$ cat config.mk
export PLATFORM = sky130hd
export DESIGN_NAME = fb_write_scheduler_flat
export DESIGN_NICKNAME = d
export VERILOG_FILES = /design/src/rtl/fb_write_scheduler_if.sv /design/src/rtl/fb_write_scheduler.sv /design/src/flat_wrapper.sv
export SDC_FILE = /design/constraint.sdc
export NUM_CORES = 1
export LEC_CHECK = 0
export CAP_MARGIN = 20
export CORE_UTILIZATION = 44
export DETAILED_ROUTE_END_ITERATION = 10
export PLACE_DENSITY = 0.83
export SLEW_MARGIN = 10
export SYNTH_ARGS = -nofsm -noshare
export SYNTH_HDL_FRONTEND = slang
export SYNTH_SLANG_ARGS = --single-unit
$ cat constraint.sdc
create_clock -name clk50 -period 2.6 [get_ports clk50]
set_clock_uncertainty 0.2 [all_clocks]
set_input_delay 0.39 -clock clk50 [delete_from_list [all_inputs] [get_ports clk50]]
set_output_delay 0.39 -clock clk50 [all_outputs]
set_load 0.02 [all_outputs]
$ cat src/rtl/fb_write_scheduler_if.sv
// fb_write_scheduler_if: client request, clear-control and framebuffer write signals
// shared by the drawing clients and the write scheduler.
`default_nettype none

interface fb_write_scheduler_if;
    logic        c0_valid;
    logic [10:0] c0_x;
    logic [10:0] c0_y;
    logic        c0_color;
    logic        c0_ack;
    logic        c1_valid;
    logic [10:0] c1_x;
    logic [10:0] c1_y;
    logic        c1_color;
    logic        c1_ack;
    logic        clear_start;
    logic        clear_color;
    logic        clear_busy;
    logic        clear_done;
    logic        oob_drop;
    logic [10:0] x;
    logic [10:0] y;
    logic        pixel_color;
    logic        pixel_write;

    modport master (
        output c0_valid, c0_x, c0_y, c0_color,
        output c1_valid, c1_x, c1_y, c1_color,
        output clear_start, clear_color,
        input  c0_ack, c1_ack, clear_busy, clear_done, oob_drop,
        input  x, y, pixel_color, pixel_write
    );

    modport slave (
        input  c0_valid, c0_x, c0_y, c0_color,
        input  c1_valid, c1_x, c1_y, c1_color,
        input  clear_start, clear_color,
        output c0_ack, c1_ack, clear_busy, clear_done, oob_drop,
        output x, y, pixel_color, pixel_write
    );
endinterface

`default_nettype wire

$ cat src/rtl/fb_write_scheduler.sv
// fb_write_scheduler: round-robin arbiter for two clients onto the single framebuffer
// write port, plus a raster-order clear-screen sequencer that owns the port while active.
`default_nettype none

module fb_write_scheduler #(
    parameter int WIDTH  = 640,
    parameter int HEIGHT = 480
) (
    input  logic               clk50,
    input  logic               reset,
    fb_write_scheduler_if.slave bus
);

    localparam logic [10:0] X_LAST = 11'(WIDTH - 1);
    localparam logic [10:0] Y_LAST = 11'(HEIGHT - 1);

    typedef enum logic [0:0] {
        IDLE  = 1'b0,
        CLEAR = 1'b1
    } state_t;

    state_t      state_q, state_d;
    logic        last_grant_q, last_grant_d;
    logic [10:0] cx_q, cx_d;
    logic [10:0] cy_q, cy_d;
    logic        clr_color_q, clr_color_d;
    logic [10:0] x_q, x_d;
    logic [10:0] y_q, y_d;
    logic        color_q, color_d;
    logic        write_q, write_d;
    logic        busy_q, busy_d;
    logic        done_q, done_d;
    logic        oob_q, oob_d;

    logic        ack0;
    logic        ack1;
    logic [10:0] sel_x;
    logic [10:0] sel_y;
    logic        sel_color;

    always_ff @(posedge clk50 or posedge reset) begin
        if (reset) begin
            state_q      <= IDLE;
            last_grant_q <= 1'b1;
            cx_q         <= '0;
            cy_q         <= '0;
            clr_color_q  <= 1'b0;
            x_q          <= '0;
            y_q          <= '0;
            color_q      <= 1'b0;
            write_q      <= 1'b0;
            busy_q       <= 1'b0;
            done_q       <= 1'b0;
            oob_q        <= 1'b0;
        end else begin
            state_q      <= state_d;
            last_grant_q <= last_grant_d;
            cx_q         <= cx_d;
            cy_q         <= cy_d;
            clr_color_q  <= clr_color_d;
            x_q          <= x_d;
            y_q          <= y_d;
            color_q      <= color_d;
            write_q      <= write_d;
            busy_q       <= busy_d;
            done_q       <= done_d;
            oob_q        <= oob_d;
        end
    end

    always_comb begin
        state_d      = state_q;
        last_grant_d = last_grant_q;
        cx_d         = cx_q;
        cy_d         = cy_q;
        clr_color_d  = clr_color_q;
        x_d          = x_q;
        y_d          = y_q;
        color_d      = color_q;
        write_d      = 1'b0;
        busy_d       = 1'b0;
        done_d       = 1'b0;
        oob_d        = 1'b0;
        ack0         = 1'b0;
        ack1         = 1'b0;
        sel_x        = bus.c0_x;
        sel_y        = bus.c0_y;
        sel_color    = bus.c0_color;

        case (state_q)
            IDLE: begin
                if (bus.clear_start) begin
                    // First clear write is issued on the same edge that enters CLEAR.
                    state_d     = CLEAR;
                    cx_d        = '0;
                    cy_d        = '0;
                    clr_color_d = bus.clear_color;
                    x_d         = '0;
                    y_d         = '0;
                    color_d     = bus.clear_color;
                    write_d     = 1'b1;
                    busy_d      = 1'b1;
                end else if (!done_q) begin
                    // The clear_done cycle still belongs to the sweep; clients wait one more cycle.
                    if (bus.c0_valid && (!bus.c1_valid || last_grant_q)) begin
                        ack0 = 1'b1;
                    end else if (bus.c1_valid) begin
                        ack1 = 1'b1;
                    end
                    if (ack1) begin
                        sel_x     = bus.c1_x;
                        sel_y     = bus.c1_y;
                        sel_color = bus.c1_color;
                    end
                    if (ack0 || ack1) begin
                        last_grant_d = ack1;
                        if ((sel_x > X_LAST) || (sel_y > Y_LAST)) begin
                            oob_d = 1'b1;
                        end else begin
                            x_d     = sel_x;
                            y_d     = sel_y;
                            color_d = sel_color;
                            write_d = 1'b1;
                        end
                    end
                end
            end
            CLEAR: begin
                if ((cx_q == X_LAST) && (cy_q == Y_LAST)) begin
                    state_d = IDLE;
                    done_d  = 1'b1;
                end else begin
                    if (cx_q == X_LAST) begin
                        cx_d = '0;
                        cy_d = cy_q + 11'd1;
                    end else begin
                        cx_d = cx_q + 11'd1;
                    end
                    x_d     = cx_d;
                    y_d     = cy_d;
                    color_d = clr_color_q;
                    write_d = 1'b1;
                    busy_d  = 1'b1;
                end
            end
            default: state_d = IDLE;
        endcase
    end

    assign bus.c0_ack      = ack0;
    assign bus.c1_ack      = ack1;
    assign bus.x           = x_q;
    assign bus.y           = y_q;
    assign bus.pixel_color = color_q;
    assign bus.pixel_write = write_q;
    assign bus.clear_busy  = busy_q;
    assign bus.clear_done  = done_q;
    assign bus.oob_drop    = oob_q;

endmodule

`default_nettype wire

$ cat src/flat_wrapper.sv
// flat-port wrapper written by rule: the top's interface ports become plain ports
module fb_write_scheduler_flat 
#(
    parameter int WIDTH  = 640,
    parameter int HEIGHT = 480
)
  (clk50, reset, bus_c0_valid, bus_c0_x, bus_c0_y, bus_c0_color, bus_c1_valid, bus_c1_x, bus_c1_y, bus_c1_color, bus_clear_start, bus_clear_color, bus_c0_ack, bus_c1_ack, bus_clear_busy, bus_clear_done, bus_oob_drop, bus_x, bus_y, bus_pixel_color, bus_pixel_write);
  fb_write_scheduler_if bus_i ();
  input  logic clk50;
  input  logic reset;
  input wire logic [$bits(bus_i.c0_valid)-1:0] bus_c0_valid;
  input wire logic [$bits(bus_i.c0_x)-1:0] bus_c0_x;
  input wire logic [$bits(bus_i.c0_y)-1:0] bus_c0_y;
  input wire logic [$bits(bus_i.c0_color)-1:0] bus_c0_color;
  input wire logic [$bits(bus_i.c1_valid)-1:0] bus_c1_valid;
  input wire logic [$bits(bus_i.c1_x)-1:0] bus_c1_x;
  input wire logic [$bits(bus_i.c1_y)-1:0] bus_c1_y;
  input wire logic [$bits(bus_i.c1_color)-1:0] bus_c1_color;
  input wire logic [$bits(bus_i.clear_start)-1:0] bus_clear_start;
  input wire logic [$bits(bus_i.clear_color)-1:0] bus_clear_color;
  output wire logic [$bits(bus_i.c0_ack)-1:0] bus_c0_ack;
  output wire logic [$bits(bus_i.c1_ack)-1:0] bus_c1_ack;
  output wire logic [$bits(bus_i.clear_busy)-1:0] bus_clear_busy;
  output wire logic [$bits(bus_i.clear_done)-1:0] bus_clear_done;
  output wire logic [$bits(bus_i.oob_drop)-1:0] bus_oob_drop;
  output wire logic [$bits(bus_i.x)-1:0] bus_x;
  output wire logic [$bits(bus_i.y)-1:0] bus_y;
  output wire logic [$bits(bus_i.pixel_color)-1:0] bus_pixel_color;
  output wire logic [$bits(bus_i.pixel_write)-1:0] bus_pixel_write;
  assign bus_i.c0_valid = bus_c0_valid;
  assign bus_i.c0_x = bus_c0_x;
  assign bus_i.c0_y = bus_c0_y;
  assign bus_i.c0_color = bus_c0_color;
  assign bus_i.c1_valid = bus_c1_valid;
  assign bus_i.c1_x = bus_c1_x;
  assign bus_i.c1_y = bus_c1_y;
  assign bus_i.c1_color = bus_c1_color;
  assign bus_i.clear_start = bus_clear_start;
  assign bus_i.clear_color = bus_clear_color;
  assign bus_c0_ack = bus_i.c0_ack;
  assign bus_c1_ack = bus_i.c1_ack;
  assign bus_clear_busy = bus_i.clear_busy;
  assign bus_clear_done = bus_i.clear_done;
  assign bus_oob_drop = bus_i.oob_drop;
  assign bus_x = bus_i.x;
  assign bus_y = bus_i.y;
  assign bus_pixel_color = bus_i.pixel_color;
  assign bus_pixel_write = bus_i.pixel_write;
  fb_write_scheduler #(.WIDTH(WIDTH), .HEIGHT(HEIGHT)) u_core (.clk50(clk50), .reset(reset), .bus(bus_i));
endmodule
* Word-level counts from Yosys, hierarchy flattened
Index checks and enable logic that the tools add are counted.
** Word-level totals
- Bits of input ports :: 52
- Logic and storage cells :: 97
- Register bits after elaboration :: 51
- Output and inout bits :: 29
** Cells by class
- Multiplexer cells :: 62
- Eq/ne operators :: 7
- Bitwise operators :: 3
- Reductions and logical operators :: 10
- $add $sub $neg :: 2
- Magnitude comparators :: 2
** Operators with widths (number)
- 11-bit 2-to-1 mux :: 21
- 11-bit case mux with 2 select lines :: 4
- 1-bit 2-to-1 mux :: 34
- 11-bit by 1-bit adder with 11-bit output, second input constant :: 2
- 11-bit by 10-bit equality test with 1-bit output, second input constant :: 1
- 11-bit by 9-bit equality test with 1-bit output, second input constant :: 1
- 11-bit by 10-bit greater-than comparator with 1-bit output, second input constant :: 1
- 11-bit by 9-bit greater-than comparator with 1-bit output, second input constant :: 1
- 4-bit AND reduction :: 2
- 3-bit inequality test, second input constant :: 2
- 1-bit case mux with 2 select lines :: 3
- 2-bit inequality test, second input constant :: 2
- 2-bit AND reduction :: 2
- 1-bit logical OR :: 3
- 3-bit by 2-bit inequality test with 1-bit output, second input constant :: 1
- 1-bit inverter :: 3
- 1-bit logical AND :: 2
- 1-bit zero test :: 1

* Logic depth before layout (Yosys ltp)
Gate-level depths: netlist (run 1).
- Depth in word-level cells :: 18
- Depth in mapped cells :: 8
- Gate-level depth less buffers :: 6

* Worst setup path before layout (run 1)
OpenSTA, ideal clock, no wires.
- Path kind :: register to register
- Start :: register u_core.cx_q[7]
- End :: register u_core.x_q[0] (netlist: u_core.bus.x[0])
- Period minus slack after synthesis :: 2.593 ns
- Slack :: 0.007 ns
- Stages on the path, launching flop included :: 9
- Library setup time :: 0.125 ns
- Data required time :: 2.275 ns
- Buffers on the path :: 3
- Arrival time :: 2.268 ns
- Path through :: dfrtp_1 > buf_6 > or4b_4 > buf_6 > nor4_4 > nand3_2 > nand3_4 > buf_12 > mux2_2
** Between the ends
- Longest elaborated chain between the ends :: 4
- Elaborated cells between the ends (all ways) :: 7
- Classes of those cells :: 2 x eq/ne; 3 x mux; 2 x reduce/logical
** Ends and longest elaborated chain
- from (decl) :: RTL line fb_write_scheduler.sv:24 : logic [10:0] cx_q, cx_d;
- from (signal assigned) :: RTL line fb_write_scheduler.sv:45 : cx_q <= '0;
- from (signal assigned) :: RTL line fb_write_scheduler.sv:58 : cx_q <= cx_d;
- 11-bit by 10-bit equality test with 1-bit output (*) :: RTL line fb_write_scheduler.sv:129, fb_write_scheduler.sv:133
- 11-bit 2-to-1 mux or 1-bit logical AND (tied branches) :: RTL line fb_write_scheduler.sv:133, fb_write_scheduler.sv:129
- 11-bit 2-to-1 mux or 2-bit inequality test (tied branches)
- 11-bit case mux with 2 select lines or 4-bit AND reduction (tied branches)
- to (signal assigned) :: RTL line fb_write_scheduler.sv:48 : x_q <= '0;
- to (signal assigned) :: RTL line fb_write_scheduler.sv:61 : x_q <= x_d;
- to (decl) :: RTL line fb_write_scheduler.sv:27 : logic [10:0] x_q, x_d;
Every way passes the cells marked *; elsewhere a longest branch is shown, timed or not. The select of a mux whose other input is x is not followed.
A chain may end at the register's enable or synchronous reset.

* Final worst setup path (run 1)
- Start :: register u_core.cx_q[7]
- End :: register u_core.x_q[1] (netlist: u_core.bus.x[1])
The elaborated chain is that of the path after synthesis.

==> flow_metrics.env, run 1 <==
export IMPL_outcome="finished clean"
export IMPL_crit_path_max_fanout=14
export IMPL_htree_levels=2
export IMPL_fmax_mhz=399
export IMPL_grt_usage=0.235
export IMPL_worst_ir_drop_vdd_v=0.000330
export IMPL_path_cells="or4b_4 -> nor4_4 -> nand3_2 -> nand3_4 -> buf_4 -> mux2_2"
export IMPL_detail_route_antenna_nets=0
export IMPL_dp_cells=469
export IMPL_postCtsSetupBuffers=0
export IMPL_nets=450
export IMPL_final_hold_violation_count=0
export IMPL_syn_to_final_growth_pct=35.7
export IMPL_tns_ps=0
export IMPL_intPower_mw=1.66
export IMPL_critPathKind="reg -> reg"
export IMPL_viasPerCell=5.93
export IMPL_start_kind="flip-flop"
export IMPL_rsz0062_at_grt="false"
export IMPL_syn_avg_cell_area_um2=10.2
export IMPL_synth_edff_count=0
export IMPL_grt_pass1_vias=2829
export IMPL_end_kind="flip-flop"
export IMPL_seqPwrFrac=0.438
export IMPL_cts_repair_resized=0
export IMPL_synthArstFlopShare=1.00
export IMPL_p_per_area_nw_per_um2=583
export IMPL_netlist_instances=302
export IMPL_ios=81
export IMPL_drive_above_1_share=0.169
export IMPL_power_switching_mw=0.775
export IMPL_switching_share=0.318
export IMPL_clk_pin_slew_ps=100
export IMPL_max_slew_margin=0.605
export IMPL_seqCellArea_um2=1280
export IMPL_ys_warn_count=0
export IMPL_place_ws_ps=45.4
export IMPL_synth_flop_cell="dfrtp_1"
export IMPL_whs_ps=257
export IMPL_drt_total_wl_um=8300
export IMPL_crit_buf_inv=1
export IMPL_setup_slack_ps=95.8
export IMPL_max_stage_delay_ps=600
export IMPL_clock_latency_ps=310
export IMPL_fp_coreArea_um2=6760
export IMPL_place_gp_congestion=0.891
export IMPL_ys_seq_area_frac=0.415
export IMPL_setup_violations=0
export IMPL_initial_core_util=0.455
export IMPL_fillCellCount=532
export IMPL_routedWlPerCell_um=17.4
export IMPL_p_leak_nw=1.78
export IMPL_synth_seq_cells=51
export IMPL_fp_row_count=30
export IMPL_cts_buffers=5
export IMPL_holdBufCountCts=0
export IMPL_multi_input_area_um2=1620
export IMPL_final_cells=477
export IMPL_drt_initial_drc_count=234
export IMPL_pwr_share_clk=0.230
export IMPL_fin_crit_sh=0.963
export IMPL_drv_slew=0
export IMPL_critPathTopFamily="simple AND/OR/NAND/NOR gates"
export IMPL_tightest_slew_ps=592
export IMPL_hp_class="in -> async"
export IMPL_synth_area_um2=3080
export IMPL_syn_num_nets=356
export IMPL_min_period_ps=2500
export IMPL_die_h_um=85.6
export IMPL_place_hpwl_um=6290
export IMPL_die_area_um2=7330
export IMPL_fin_util=0.618
export IMPL_grt_overflow=0
export IMPL_portBuffers=80
export IMPL_dr_pass1_iters=4
export IMPL_drc=0
export IMPL_arrival_ps=2500
export IMPL_ys_types=55
export IMPL_cts_root_buffer_cell="clkbuf_8"
export IMPL_grt_max_degree=28
export IMPL_final_common_cell="clkdlybuf4s50_1"
export IMPL_antenna_found_initial=0
export IMPL_clk_path_buf_depth=2
export IMPL_comb_power_share=0.332
export IMPL_vias=2828
export IMPL_num_antenna_cells=0
export IMPL_grt_pass1_wl_um=13600
export IMPL_die_x_um=85.6
export IMPL_clock_sinks=51
export IMPL_cts_tree="yes"
export IMPL_final_cell_mix="clkdlybuf4s50_1 (79), dfrtp_1 (49), buf_4 (27)"
export IMPL_drv_cap=0
export IMPL_crit_slowest_cell="or4b_4"
export IMPL_critPathRequiredTime_ps=2590
==> per-layer routing <==
metal  track usage  part of all wire
met2         0.394              0.49
met1         0.316              0.43
met5             0                 0
met3        0.0452             0.069
met4        0.0530             0.011
==> final cells by class <==
class                      count  share of cell area
clock inverter                 3              0.0105
inverter                      10             0.00899
timing repair buffer         108               0.246
sequential                    51               0.306
tap                           80              0.0240
clock buffer                   5              0.0165
multi-input combinational    220               0.388
==> power groups by stage <==
stage	sequential [mW]	clock (mW)	combinational [mW]
after floorplan	1.11	0	0.434
after global placement	1.07	0	0.772
after detailed placement	1.08	0	0.804
after CTS	1.06	0.566	0.808
final	1.07	0.560	0.807
after global routing	1.08	0.602	0.874
==> stage by stage <==
stage / area [um^2] / power (mW)
3_3_place_gp: 4060 / 1.84
4_1_cts: 4170 / 2.43
2_1_floorplan: 3080 / 1.55
3_5_place_dp: 4060 / 1.88
5_1_grt: 4180 / 2.56
6_report: 4180 / 2.43
==> synthesized netlist by cell type (2+ instances only) <==
library cell,n,area (um^2)
dfrtp_1,50,1250
nand2_1,26,97.6
o21ai_0,23,115
mux2i_1,18,180
a21oi_1,11,55.1
clkbuf_1,11,41.3
o22ai_1,11,68.8
mux2_4,10,150
nand3_1,10,50.1
nand4_1,10,62.6
inv_1,9,33.8
o31ai_1,9,67.6
a22o_1,8,70.1
mux2_2,8,90.1
nor2_1,8,30.0
xnor2_1,7,61.3
nor3_1,6,30.0
xor2_1,6,52.6
and3_1,4,25.0
buf_2,4,20.0
buf_6,4,45.0
or3_1,4,25.0
a31oi_1,3,18.8
a21o_1,2,15.0
a32oi_1,2,17.5
a41oi_1,2,17.5
and2_1,2,12.5
buf_12,2,40.0
ha_1,2,25.0
nand3_2,2,20.0
nor4_1,2,12.5
nor4b_1,2,17.5
o2bb2ai_1,2,17.5
==> final timing paths <==
| path | end | from | slack (ps) | cells after the start |
|---|---|---|---|---|
| min in group clk50 | u_core.bus.y[8] | u_core.bus.y[8] | 330 | 2 |
| worst min register to register | u_core.bus.y[8] | u_core.bus.y[8] | 330 | 2 |
| worst max register to register | u_core.bus.x[1] | u_core.cx_q[7] | 100 | 6 |
| max in group asynchronous | u_core.cx_q[9] | reset | 1310 | 3 |
| worst max-delay path | u_core.bus.x[1] | u_core.cx_q[7] | 100 | 6 |
| worst min-delay path | u_core.bus.x[5] | reset | 260 | 2 |
==> state kept, by name, indices dropped and copies added (netlist names) <==
register and flops:
u_core.state_q 1, u_core.cy_q 11, u_core.bus.pixel_write 1, u_core.bus.x 11
u_core.cx_q 11, u_core.last_grant_q 1, u_core.bus.pixel_color 1, u_core.bus.y 11
u_core.bus.clear_done 1, u_core.bus.oob_drop 1, u_core.clr_color_q 1
==> cells by family (layout without fill, tap and decap cells) <==
family,after synthesis,in the layout,share of synthesized area
DFF,51,51,0.415
adders and majority gates,2,2,0.00813
xor gates and xnor gates,13,13,0.0370
muxes,37,37,0.140
AOI/OAI and AO/OA,83,83,0.181
buffers and inverters,31,126,0.0598
and+or+nand+nor,85,85,0.159
==> worst reg2reg max path: cells and delay by family, from the launching register on <==
kind | cells | cell delay, ps
DFF | 1 | 400
and+or+nand+nor | 4 | 1180
buffers and inverters | 1 | 230
muxes | 1 | 370
Note: power is estimated with default switching activity, not from simulation.
==> run 2: changes to the inputs <==
--- a/config.mk
+++ b/config.mk
@@ -7,7 +7,7 @@
 export LEC_CHECK = 0
 export CAP_MARGIN = 20
-export CORE_UTILIZATION = 44
+export CORE_UTILIZATION = 25
 export DETAILED_ROUTE_END_ITERATION = 10
-export PLACE_DENSITY = 0.83
+export PLACE_DENSITY = 0.5
 export SLEW_MARGIN = 10
 export SYNTH_ARGS = -nofsm -noshare
--- a/constraint.sdc
+++ b/constraint.sdc
@@ -3,3 +3,3 @@
 set_input_delay 0.39 -clock clk50 [delete_from_list [all_inputs] [get_ports clk50]]
 set_output_delay 0.39 -clock clk50 [all_outputs]
-set_load 0.02 [all_outputs]
+set_load 0.01 [all_outputs]
==> run 2 against run 1 <==
Net effect:
- routed wire length grew 9.3%
- clock-buffer cell count is 1 higher
- sequential share of layout area shrank 1.1 points
- combinational power is 6.7% lower
- utilization shrank 26 points
- first-iteration DRC count decreased by 9.4%
- power is 6.8% higher
- critical endpoint is now bus_c0_ack
==> flow_metrics.env, run 2 (synthesis results as in run 1) <==
export IMPL_hp_class="in -> async"
export IMPL_drt_initial_drc_count=212
export IMPL_p_leak_nw=1.80
export IMPL_drive_above_1_share=0.160
export IMPL_grt_max_degree=52
export IMPL_num_antenna_cells=0
export IMPL_intPower_mw=1.86
export IMPL_end_kind="output port"
export IMPL_drv_cap=0
export IMPL_grt_usage=0.146
export IMPL_viasPerCell=5.00
export IMPL_cts_buffers=5
export IMPL_initial_core_util=0.256
export IMPL_place_hpwl_um=6480
export IMPL_cts_root_buffer_cell="clkbuf_16"
export IMPL_worst_ir_drop_vdd_v=0.000203
export IMPL_ios=81
export IMPL_grt_pass1_vias=2687
export IMPL_dp_cells=533
export IMPL_seqPwrFrac=0.411
export IMPL_die_h_um=113
export IMPL_fillCellCount=1227
export IMPL_fmax_mhz=398
export IMPL_rsz0062_at_grt="false"
export IMPL_place_gp_congestion=0.819
export IMPL_vias=2706
export IMPL_tns_ps=0
export IMPL_fin_util=0.360
export IMPL_fp_row_count=40
export IMPL_antenna_found_initial=0
export IMPL_grt_overflow=0
export IMPL_routedWlPerCell_um=16.8
export IMPL_pwr_share_clk=0.299
export IMPL_clock_latency_ps=290
export IMPL_final_cells=541
export IMPL_die_x_um=113
export IMPL_grt_pass1_wl_um=14400
export IMPL_place_ws_ps=67.4
export IMPL_drv_slew=0
export IMPL_clk_path_buf_depth=2
export IMPL_final_hold_violation_count=0
export IMPL_setup_slack_ps=89.6
export IMPL_fp_coreArea_um2=12000
export IMPL_crit_path_max_fanout=3
export IMPL_critPathKind="in -> out"
export IMPL_min_period_ps=2510
export IMPL_total_power_mw=2.60
export IMPL_clock_sinks=51
export IMPL_final_common_cell="clkdlybuf4s50_1"
export IMPL_tightest_slew_ps=607
export IMPL_syn_to_final_growth_pct=40.5
export IMPL_nets=447
export IMPL_multi_input_area_um2=1620
export IMPL_cts_tree="yes"
export IMPL_final_cell_mix="clkdlybuf4s50_1 (79), dfrtp_1 (50), nand2_1 (26)"
export IMPL_setup_violations=0
export IMPL_drc=0
export IMPL_die_area_um2=12800
export IMPL_outcome="finished clean"
export IMPL_arrival_ps=1920
export IMPL_seqCellArea_um2=1280
export IMPL_clk_pin_slew_ps=70
export IMPL_start_kind="input pin"
export IMPL_max_slew_margin=0.593
export IMPL_holdBufCountCts=0
export IMPL_drt_total_wl_um=9070
export IMPL_portBuffers=80
export IMPL_p_per_area_nw_per_um2=601
export IMPL_fin_crit_sh=0.966
export IMPL_comb_power_share=0.290
export IMPL_dr_pass1_iters=4
export IMPL_detail_route_antenna_nets=0
export IMPL_htree_levels=2
export IMPL_critPathRequiredTime_ps=2010
export IMPL_postCtsSetupBuffers=0
export IMPL_power_switching_mw=0.745
export IMPL_switching_share=0.286
-- run 2: worst max-delay path, stage by stage --
cell	delay [ps]
clkdlybuf4s50_1	420
inv_1	100
nand2_1	160
nor2_2	160
and3_1	160
clkdlybuf4s50_1	530
-- run 2: per-stage QoR --
stage	hold WS [ps]	cell area (um^2)
floorplan	260	3080
global placement	287	4140
detailed placement	284	4140
CTS	277	4320
global route	292	4320
finish	264	4320
-- run 2: path summary, 6_finish.rpt --
check | cells after the start | from | endpoint | slack, ps
max in group asynchronous | 3 | reset | u_core.last_grant_q | 1640
worst min register to register | 1 | u_core.bus.x[2] | u_core.bus.x[2] | 310
worst min-delay path | 3 | reset | u_core.cx_q[6] | 260
worst max register to register | 6 | u_core.cx_q[7] | u_core.cx_q[6] | 160
min in group clk50 | 1 | u_core.bus.x[2] | u_core.bus.x[2] | 310
worst max-delay path | 6 | bus_clear_start | bus_c0_ack | 90
-- run 2: power groups by stage --
stage	Sequential, mW	Combinational, mW	Clock, mW
detailed placement	1.08	0.756	0
global route	1.09	0.823	0.836
global placement	1.08	0.745	0
floorplan	1.06	0.434	0
finish	1.07	0.753	0.779
CTS	1.07	0.761	0.806
-- run 2: area by class of cell --
cell class,count,area share
Timing Repair Buffer,105,0.238
Clock buffer,6,0.0321
Tap cell,147,0.0425
Inverter,10,0.00868
Clock inverter,2,0.00810
Multi-Input combinational cell,220,0.375
Sequential cell,51,0.296
-- run 2: what timing repair did --
item                       in CTS  in global routing
setup endpoints to repair       0                  2
resized for setup               0                  2
hold endpoints to repair        0                  0
-- run 2: metal layers --
layer / wire length, um / global-route usage
met5: 0 / 0
met4: 35 / 0.0430
met3: 752 / 0.0332
met2: 3730 / 0.218
met1: 4550 / 0.211
==> run 3: changes to the inputs <==
TNS_END_PERCENT = 5   (was default)
==> results of run 3 <==
Same layout as run 2: the final DEF is identical, and so are final timing and power.
